## src/rtl/midi_tx_if.sv

```systemverilog
// rtl/midi_tx_if.sv - byte handshake between a MIDI byte source and midi_tx
interface midi_tx_if;
    logic [7:0] tx_data;
    logic       tx_valid;
    logic       tx_ready;

    modport master (output tx_data, output tx_valid, input tx_ready);
    modport slave  (input tx_data, input tx_valid, output tx_ready);
endinterface

```

## src/rtl/midi_tx.sv

```systemverilog
// rtl/midi_tx.sv - MIDI UART transmitter with byte FIFO; optional MIDI_TX_RUNNING_STATUS_EN
// suppresses a channel status byte that repeats the last one sent.
module midi_tx #(
    parameter int CLK_HZ     = 50000000,
    parameter int BAUD       = 31250,
    parameter int FIFO_DEPTH = 16
) (
    input  logic                        fpga_clk,
    input  logic                        reset_n,
    midi_tx_if.slave                    s,
    output logic                        txd,
    output logic                        busy,
    output logic [$clog2(FIFO_DEPTH):0] fifo_level
);
    localparam int DIV = CLK_HZ / BAUD;
    localparam int AW  = $clog2(FIFO_DEPTH);
    localparam int CW  = (DIV > 1) ? $clog2(DIV) : 1;
    localparam logic [CW-1:0] CNT_LAST   = CW'(DIV - 1);
    localparam logic [AW:0]   LEVEL_FULL = (AW+1)'(FIFO_DEPTH);

    typedef enum logic [1:0] {IDLE, START, DATA, STOP} state_t;

    state_t        state_q, state_d;
    logic [CW-1:0] cnt_q, cnt_d;
    logic [2:0]    bit_q, bit_d;
    logic [7:0]    shreg_q, shreg_d;
    logic          txd_q, txd_d;
    logic [AW-1:0] wr_ptr_q, wr_ptr_d;
    logic [AW-1:0] rd_ptr_q, rd_ptr_d;
    logic [AW:0]   level_q, level_d;
    logic [7:0]    mem_q [FIFO_DEPTH];
    logic          push;
    logic          pop;
    logic          drop;
    logic [7:0]    head;

    assign head       = mem_q[rd_ptr_q];
    assign s.tx_ready = (level_q < LEVEL_FULL);
    assign push       = s.tx_valid && s.tx_ready;

`ifdef MIDI_TX_RUNNING_STATUS_EN
    // 0x00 never matches a channel status byte, so it doubles as "no status held".
    logic [7:0] last_q, last_d;
    logic       head_is_chan;

    assign head_is_chan = head[7] && (head[7:4] != 4'hF);
    assign drop         = head_is_chan && (head == last_q);

    always_comb begin
        last_d = last_q;
        if (pop && !drop) begin
            if (head_is_chan) begin
                last_d = head;
            end else if (head[7:3] == 5'b11110) begin
                last_d = 8'h00;
            end
        end
    end
`else
    assign drop = 1'b0;
`endif

    always_comb begin
        state_d = state_q;
        cnt_d   = cnt_q;
        bit_d   = bit_q;
        shreg_d = shreg_q;
        pop     = 1'b0;
        unique case (state_q)
            IDLE: begin
                if (level_q != '0) begin
                    pop = 1'b1;
                    if (!drop) begin
                        state_d = START;
                        shreg_d = head;
                        cnt_d   = '0;
                    end
                end
            end
            START: begin
                if (cnt_q == CNT_LAST) begin
                    cnt_d   = '0;
                    bit_d   = '0;
                    state_d = DATA;
                end else begin
                    cnt_d = cnt_q + 1'b1;
                end
            end
            DATA: begin
                if (cnt_q == CNT_LAST) begin
                    cnt_d   = '0;
                    shreg_d = {1'b0, shreg_q[7:1]};
                    if (bit_q == 3'd7) begin
                        state_d = STOP;
                    end else begin
                        bit_d = bit_q + 1'b1;
                    end
                end else begin
                    cnt_d = cnt_q + 1'b1;
                end
            end
            STOP: begin
                if (cnt_q == CNT_LAST) begin
                    cnt_d = '0;
                    // Chain straight into the next frame; a dropped byte costs one IDLE cycle.
                    if (level_q != '0) begin
                        pop = 1'b1;
                        if (drop) begin
                            state_d = IDLE;
                        end else begin
                            state_d = START;
                            shreg_d = head;
                        end
                    end else begin
                        state_d = IDLE;
                    end
                end else begin
                    cnt_d = cnt_q + 1'b1;
                end
            end
            default: state_d = IDLE;
        endcase

        // The line follows the registered state, so it lags the FSM by one cycle.
        unique case (state_q)
            START:   txd_d = 1'b0;
            DATA:    txd_d = shreg_q[0];
            default: txd_d = 1'b1;
        endcase

        wr_ptr_d = push ? wr_ptr_q + 1'b1 : wr_ptr_q;
        rd_ptr_d = pop  ? rd_ptr_q + 1'b1 : rd_ptr_q;
        unique case ({push, pop})
            2'b10:   level_d = level_q + 1'b1;
            2'b01:   level_d = level_q - 1'b1;
            default: level_d = level_q;
        endcase
    end

    always_ff @(posedge fpga_clk or negedge reset_n) begin
        if (!reset_n) begin
            state_q  <= IDLE;
            cnt_q    <= '0;
            bit_q    <= '0;
            shreg_q  <= '0;
            txd_q    <= 1'b1;
            wr_ptr_q <= '0;
            rd_ptr_q <= '0;
            level_q  <= '0;
`ifdef MIDI_TX_RUNNING_STATUS_EN
            last_q   <= 8'h00;
`endif
        end else begin
            state_q  <= state_d;
            cnt_q    <= cnt_d;
            bit_q    <= bit_d;
            shreg_q  <= shreg_d;
            txd_q    <= txd_d;
            wr_ptr_q <= wr_ptr_d;
            rd_ptr_q <= rd_ptr_d;
            level_q  <= level_d;
`ifdef MIDI_TX_RUNNING_STATUS_EN
            last_q   <= last_d;
`endif
        end
    end

    always_ff @(posedge fpga_clk) begin
        if (push) begin
            mem_q[wr_ptr_q] <= s.tx_data;
        end
    end

    assign txd        = txd_q;
    assign busy       = (state_q != IDLE) || (level_q != '0);
    assign fifo_level = level_q;
endmodule

```

## src/flat_wrapper.sv

```systemverilog
// flat-port wrapper written by rule: the top's interface ports become plain ports
module midi_tx_flat 
#(
    parameter int CLK_HZ     = 50000000,
    parameter int BAUD       = 31250,
    parameter int FIFO_DEPTH = 16
)
  (fpga_clk, reset_n, txd, busy, fifo_level, s_tx_data, s_tx_valid, s_tx_ready);
  midi_tx_if s_i ();
  input  logic fpga_clk;
  input  logic reset_n;
  output logic txd;
  output logic busy;
  output logic [$clog2(FIFO_DEPTH):0] fifo_level;
  input wire logic [$bits(s_i.tx_data)-1:0] s_tx_data;
  input wire logic [$bits(s_i.tx_valid)-1:0] s_tx_valid;
  output wire logic [$bits(s_i.tx_ready)-1:0] s_tx_ready;
  assign s_i.tx_data = s_tx_data;
  assign s_i.tx_valid = s_tx_valid;
  assign s_tx_ready = s_i.tx_ready;
  midi_tx #(.CLK_HZ(CLK_HZ), .BAUD(BAUD), .FIFO_DEPTH(FIFO_DEPTH)) u_core (.fpga_clk(fpga_clk), .reset_n(reset_n), .s(s_i), .txd(txd), .busy(busy), .fifo_level(fifo_level));
endmodule
```

## config.mk

```make
export PLATFORM = sky130hd
export DESIGN_NAME = midi_tx_flat
export DESIGN_NICKNAME = d
export VERILOG_FILES = /design/src/rtl/midi_tx_if.sv /design/src/rtl/midi_tx.sv /design/src/flat_wrapper.sv
export SDC_FILE = /design/constraint.sdc
export NUM_CORES = 1
export LEC_CHECK = 0
export ABC_CLOCK_PERIOD_IN_PS = 7800
export CORE_AREA = 2 2 122 124
export DETAILED_ROUTE_END_ITERATION = 7
export DIE_AREA = 0 0 124 126
export PLACE_DENSITY_LB_ADDON = 0.12
export SETUP_SLACK_MARGIN = 0.5
export SYNTH_ARGS = -nofsm -noshare
export SYNTH_HDL_FRONTEND = slang
export SYNTH_SLANG_ARGS = --single-unit
```

## constraint.sdc

```tcl
create_clock -name fpga_clk -period 7.8 [get_ports fpga_clk]
set_input_delay 1.17 -clock fpga_clk [delete_from_list [all_inputs] [get_ports fpga_clk]]
set_output_delay 1.17 -clock fpga_clk [all_outputs]
set_load 0.01 [all_outputs]
```

; Word level (Yosys, flattened, before mapping)
; Memory sizes are Yosys's and may differ from the RTL's.
; Cells that the tools add are included.
[word_totals]
reg_bits = 38
mem_bits_rw = 128
inputBits = 11
output_inout_bits = 8
word_cells = 66
memories = 1
[mem_list]
columns = name, words, word_bits, read_ports, rd_clocked_by_memory_dff, write_ports, line_no
row1 = u_core.mem_q, 16, 8, 1, 0, 1, midi_tx.sv:31  ; logic [7:0] mem_q [FIFO_DEPTH];
[op_classes]
n_addsub = 6
order_cmp = 1
n_eq_ne = 13
n_mux = 25
reduce_logical = 12
[ops]
columns = op, n
row1 = $mux 8, 3
row2 = $pmux 8 s3, 1
row3 = $mux 11, 2
row4 = $pmux 11 s2, 1
row5 = $add 11x1->11 const B, 1
row6 = $eq 11x11->1 const B, 1
row7 = $mux 2, 5
row8 = $ne 2x1->1 const B, 5
row9 = $pmux 5 s2, 1
row10 = $mux 3, 3
row11 = $add 4x1->4 const B, 2
row12 = $pmux 2 s4, 1
row13 = $eq 2x2->1 const B, 3
row14 = $pmux 3 s2, 1
row15 = $reduce_bool 2->1, 3
row16 = $add 5x1->5 const B, 1
row17 = $lt 5x5->1 const B, 1
row18 = $mux 1, 5
row19 = $reduce_and 5->1, 1
row20 = $reduce_bool 5->1, 1
row21 = $sub 5x1->5 const B, 1
row22 = $eq 2x1->1 const B, 2
row23 = $pmux 1 s2, 2
row24 = $reduce_and 4->1, 1
row25 = other kinds (9), 9

; Depth between registers and ports, before layout
[logic_depth]
word_depth = 6
ltp_mapped = 14
mapped_depth_nobuf = 13

; Worst setup path after synthesis
; OpenSTA, ideal clock, no wires.
[synth_path]
kind = input -> register
start = in s_tx_valid
end = reg u_core.level_q[4] (netlist: u_core.fifo_level[4])
setup_time_ns = 0.080
arrival_ns = 2.969
required_time_ns = 7.720
setup_slack_ns = 4.751
stages = 12
path_cell_list = nor2b_1 -> clkbuf_1 -> inv_1 -> ha_1 -> clkbuf_1 -> xor2_1 -> ha_1 -> inv_1 -> o21ai_0 -> a21o_1 -> a31oi_1 -> xnor2_1
[synth_via]
elab_chain_len = 3
word_cells_on_any_way = 5
cone_classes = 2 x eq/ne / 1 x mux / 2 x reduce/logical
[synth_rtl]
columns = element, line_no
row1 = "start, declared", flat_wrapper.sv:16  ; input wire logic [$bits(s_i.tx_valid)-1:0] s_tx_valid;
row2 = $logic_and 1x1->1 (*), midi_tx.sv:39  ; assign push = s.tx_valid && s.tx_ready;
row3 = $eq 2x1->1 / $eq 2x2->1 (equally long branches), midi_tx.sv:133  ; unique case ({push, pop})
row4 = $pmux 5 s2 / $reduce_bool 2->1 (equally long branches), --
row5 = "end signal, assigned", midi_tx.sv:161  ; level_q <= level_d;
row6 = "end, declared", midi_tx.sv:30  ; logic [AW:0] level_q, level_d;
; Every way passes the cells marked *; elsewhere a longest branch is shown, timed or not.
; A chain may end at the register's enable or synchronous reset.

; Worst setup path after layout
[layout_path]
start = reg u_core.state_q[0]
end = out busy
[layout_via]
elab_chain_len = 2
[layout_rtl]
columns = element, line_no
row1 = "start, declared", midi_tx.sv:23  ; state_t state_q, state_d;
row2 = "start signal, assigned", midi_tx.sv:154  ; state_q <= state_d;
row3 = $reduce_bool 2->1, midi_tx.sv:175  ; assign busy = (state_q != IDLE) || (level_q != '0);
row4 = $logic_or 1x1->1, midi_tx.sv:175
row5 = "end, declared", flat_wrapper.sv:13  ; output logic busy;
; Every way passes these cells.

==> metrics.txt <==
area taken by multi-input logic gates between 0.002 and 0.0025 sq mm; final setup violation count 0; total negative slack 0 ns; switching power share of the total between 20 and 25%; Layout Area Growth over Synthesis 12.6%; worst-path maximum fanout 8; internal power consumption between 1.5 and 2 mW; Critical Path End Type output port; die height between 100 and 150 microns; number of placed cells counting well taps between 600 and 700; critical path data required time roughly 6.6 ns; First-pass DRT Iterations 4; via count of the first global-routing pass approximately 3800; Slew HR between 40% and 50%; half-perimeter wire length after placement approximately 9000 microns; average via count per standard cell around 5.8; part of the power in registers 50.6%; # resized after CTS 0; Slew Viols, Final 0; time the worst path needs with I/O delays and setup approximately 3.7 ns; setup repair after global routing missed its margin no; clock slew seen by the registers of the worst setup and hold paths ~0.060 ns; critical path class flop to output port; global router's overall resource usage 19.5%; syn_area_per_cell about 16 sq um; # DRC 0; last weighted congestion value of the routability-driven placer just under 0.8; Post-Layout Cell Count between 600 and 700; antenna cells 0; total congestion overflow after global routing 0; Clock Latency Late Sink approximately 0.43 ns; number of top-level pins 19; Worst VDD drop around 240 uV; fraction of layout cells with a size suffix above 1 17.0%; TritonCTS Sinks between 150 and 200; most used flip-flop cell after synthesis edfxtp_1; post-synthesis cell count ~430; Post-Route Utilization between 50% and 60%; Final Cycle Share 47.8%; area of the core 0.0143 sq mm; result of the run complete, no violations; number of clock buffers inserted by TritonCTS 17; Max Freq 0.268 GHz; number of hold-slack violations in the final timing report 0; count of routing violations after the opening detailed-route iteration 300; post-route ant nets 0; largest net degree at the start of global routing 39; max cap viols 0; root buffer selected by CTS clkbuf_16; Leak approximately 2.8 nW; Synth Register Bits 166; Switching Power roughly 0.52 mW; Tightest Pin Transition 0.874 ns; worst hold-check path type flop to flop; wire length of the first global-routing pass about 22000 microns; commonest non-fill, non-tap cell in the layout edfxtp_1; storage element area roughly 0.0048 sq mm; number of synthesized flops with an enable pin between 100 and 150; synthesized net count around 460; H-tree lvl count 4; Initial Utilization between 40% and 50%; postcts setup bufs 0; Hold-fix buffers, CTS 0; detail-routed net length per standard cell 21.4 microns; part of the power in the clock network about two fifths; sequential-to-total area share from yosys stat between 60% and 70%; buffers added on ports 18; number of warning messages in the yosys log 0; Worst Setup Start Kind flop; proportion of power drawn by combinational gates 10.5%; share of synthesized flip-flops with an asynchronous set or reset 22.9%; power per unit of standard cell area approximately 270 mW/mm^2; count of vias placed by the detailed router between 3000 and 4000; Hold Slack about 0.49 ns; number of distinct library cells after synthesis 50; CTS tree yes; Placement Rows 44; wire length reported by the detailed router ~14000 microns; largest buffer count on any clock path 2; Synth Cell Area ~0.0071 sq mm; antenna violations before repair 0; full die area between 0.015 and 0.02 sq mm; CP arrival about 2.6 ns; setup skew after layout roughly 0.012 ns; power after layout roughly 2.1 mW; Horiz. Die Dim ~120 microns; most used cells in the layout excluding fill and tap cells edfxtp_1 (128), dfrtp_1 (36), mux4_2 (32); Nets 481; Filler Cell Count approximately 1100
cells by family after synthesis:
kind of cell | Yosys count | share of synthesized area (%)
compound gates | 84 | 7.57
xor+xnor | 14 | 1.73
fa+ha+maj | 17 | 3.01
buf+inv | 29 | 2.02
flops | 166 | 67.8
mux | 37 | 11.0
simple gates | 86 | 6.95
flip-flops by register name (all words and copies together) (netlist names):
signal,count
u_core.cnt_q,11
u_core.shreg_q,8
u_core.bit_q,3
u_core.wr_ptr_q,4
u_core.txd,1
u_core.rd_ptr_q,4
u_core.mem_q,128
u_core.fifo_level,5
u_core.state_q,2
final timing paths:
path	start	end	slack (ns)	cells after the start
max	u_core.state_q[0]$_DFFE_PN0P_	busy	4.07	6
min	u_core.cnt_q[10]$_DFFE_PN0P_	u_core.cnt_q[10]$_DFFE_PN0P_	0.49	1
max reg2reg	u_core.cnt_q[0]$_DFFE_PN0P_	u_core.fifo_level[4]$_DFFE_PN0P_	4.52	13
min reg2reg	u_core.cnt_q[10]$_DFFE_PN0P_	u_core.cnt_q[10]$_DFFE_PN0P_	0.49	1
max in group asynchronous	reset_n	u_core.rd_ptr_q[0]$_DFFE_PN0P_	6.34	1
min in group asynchronous	reset_n	u_core.shreg_q[4]$_DFFE_PN0P_	0.86	1
cell type report:
cell class                 instances  area share [%]
clock buffer                      19            5.43
clock inverter                    13            1.79
inverter                          10           0.471
multi-input combinational        238            26.8
sequential                       166            60.2
tap                              184            2.89
timing repair buffer              20            2.39
through the flow:
stage | instance area [sq um] | setup WS (ns)
final | 7970 | 4.07
after global routing | 7970 | 3.86
after CTS | 7970 | 4.06
after detailed placement | 7390 | 4.10
after global placement | 7390 | 4.15
after floorplan | 7080 | 4.75
Yosys cell counts (6+ instances only):
master	number	area share, %
a21oi_1	25	1.8
a22oi_1	20	2.1
and2_1	18	1.6
clkbuf_1	8	0.42
dfrtp_1	37	13
edfxtp_1	128	54
ha_1	17	3.0
inv_1	10	0.53
mux4_2	32	10
nand2_1	20	1.1
nor2_1	20	1.1
o21ai_0	20	1.4
xnor2_1	6	0.74
xor2_1	8	0.99
power by group through the flow:
stage	sequential [mW]	clock [mW]	combinational [mW]
after floorplan	1.08	0	0.126
after CTS	1.07	0.835	0.226
after global placement	1.08	0	0.218
final	1.07	0.824	0.222
after global routing	1.08	0.883	0.246
after detailed placement	1.09	0	0.223
layer usage:
metal,vias up,wire length (microns),track usage (%)
li1,1737,-,-
met1,1959,6340,27.6
met2,52,6950,29.7
met3,17,393,5.21
met4,0,196,6.41
met5,-,0,0
worst max-delay path, cell delays in order, from the launching register on:
cell and delay [ns]:
dfrtp_1 0.42, inv_1 0.16, ha_1 0.37, inv_1 0.17
nor2_2 0.32, inv_1 0.19, clkdlybuf4s50_1 0.51
(Power assumes the default switching activity.)
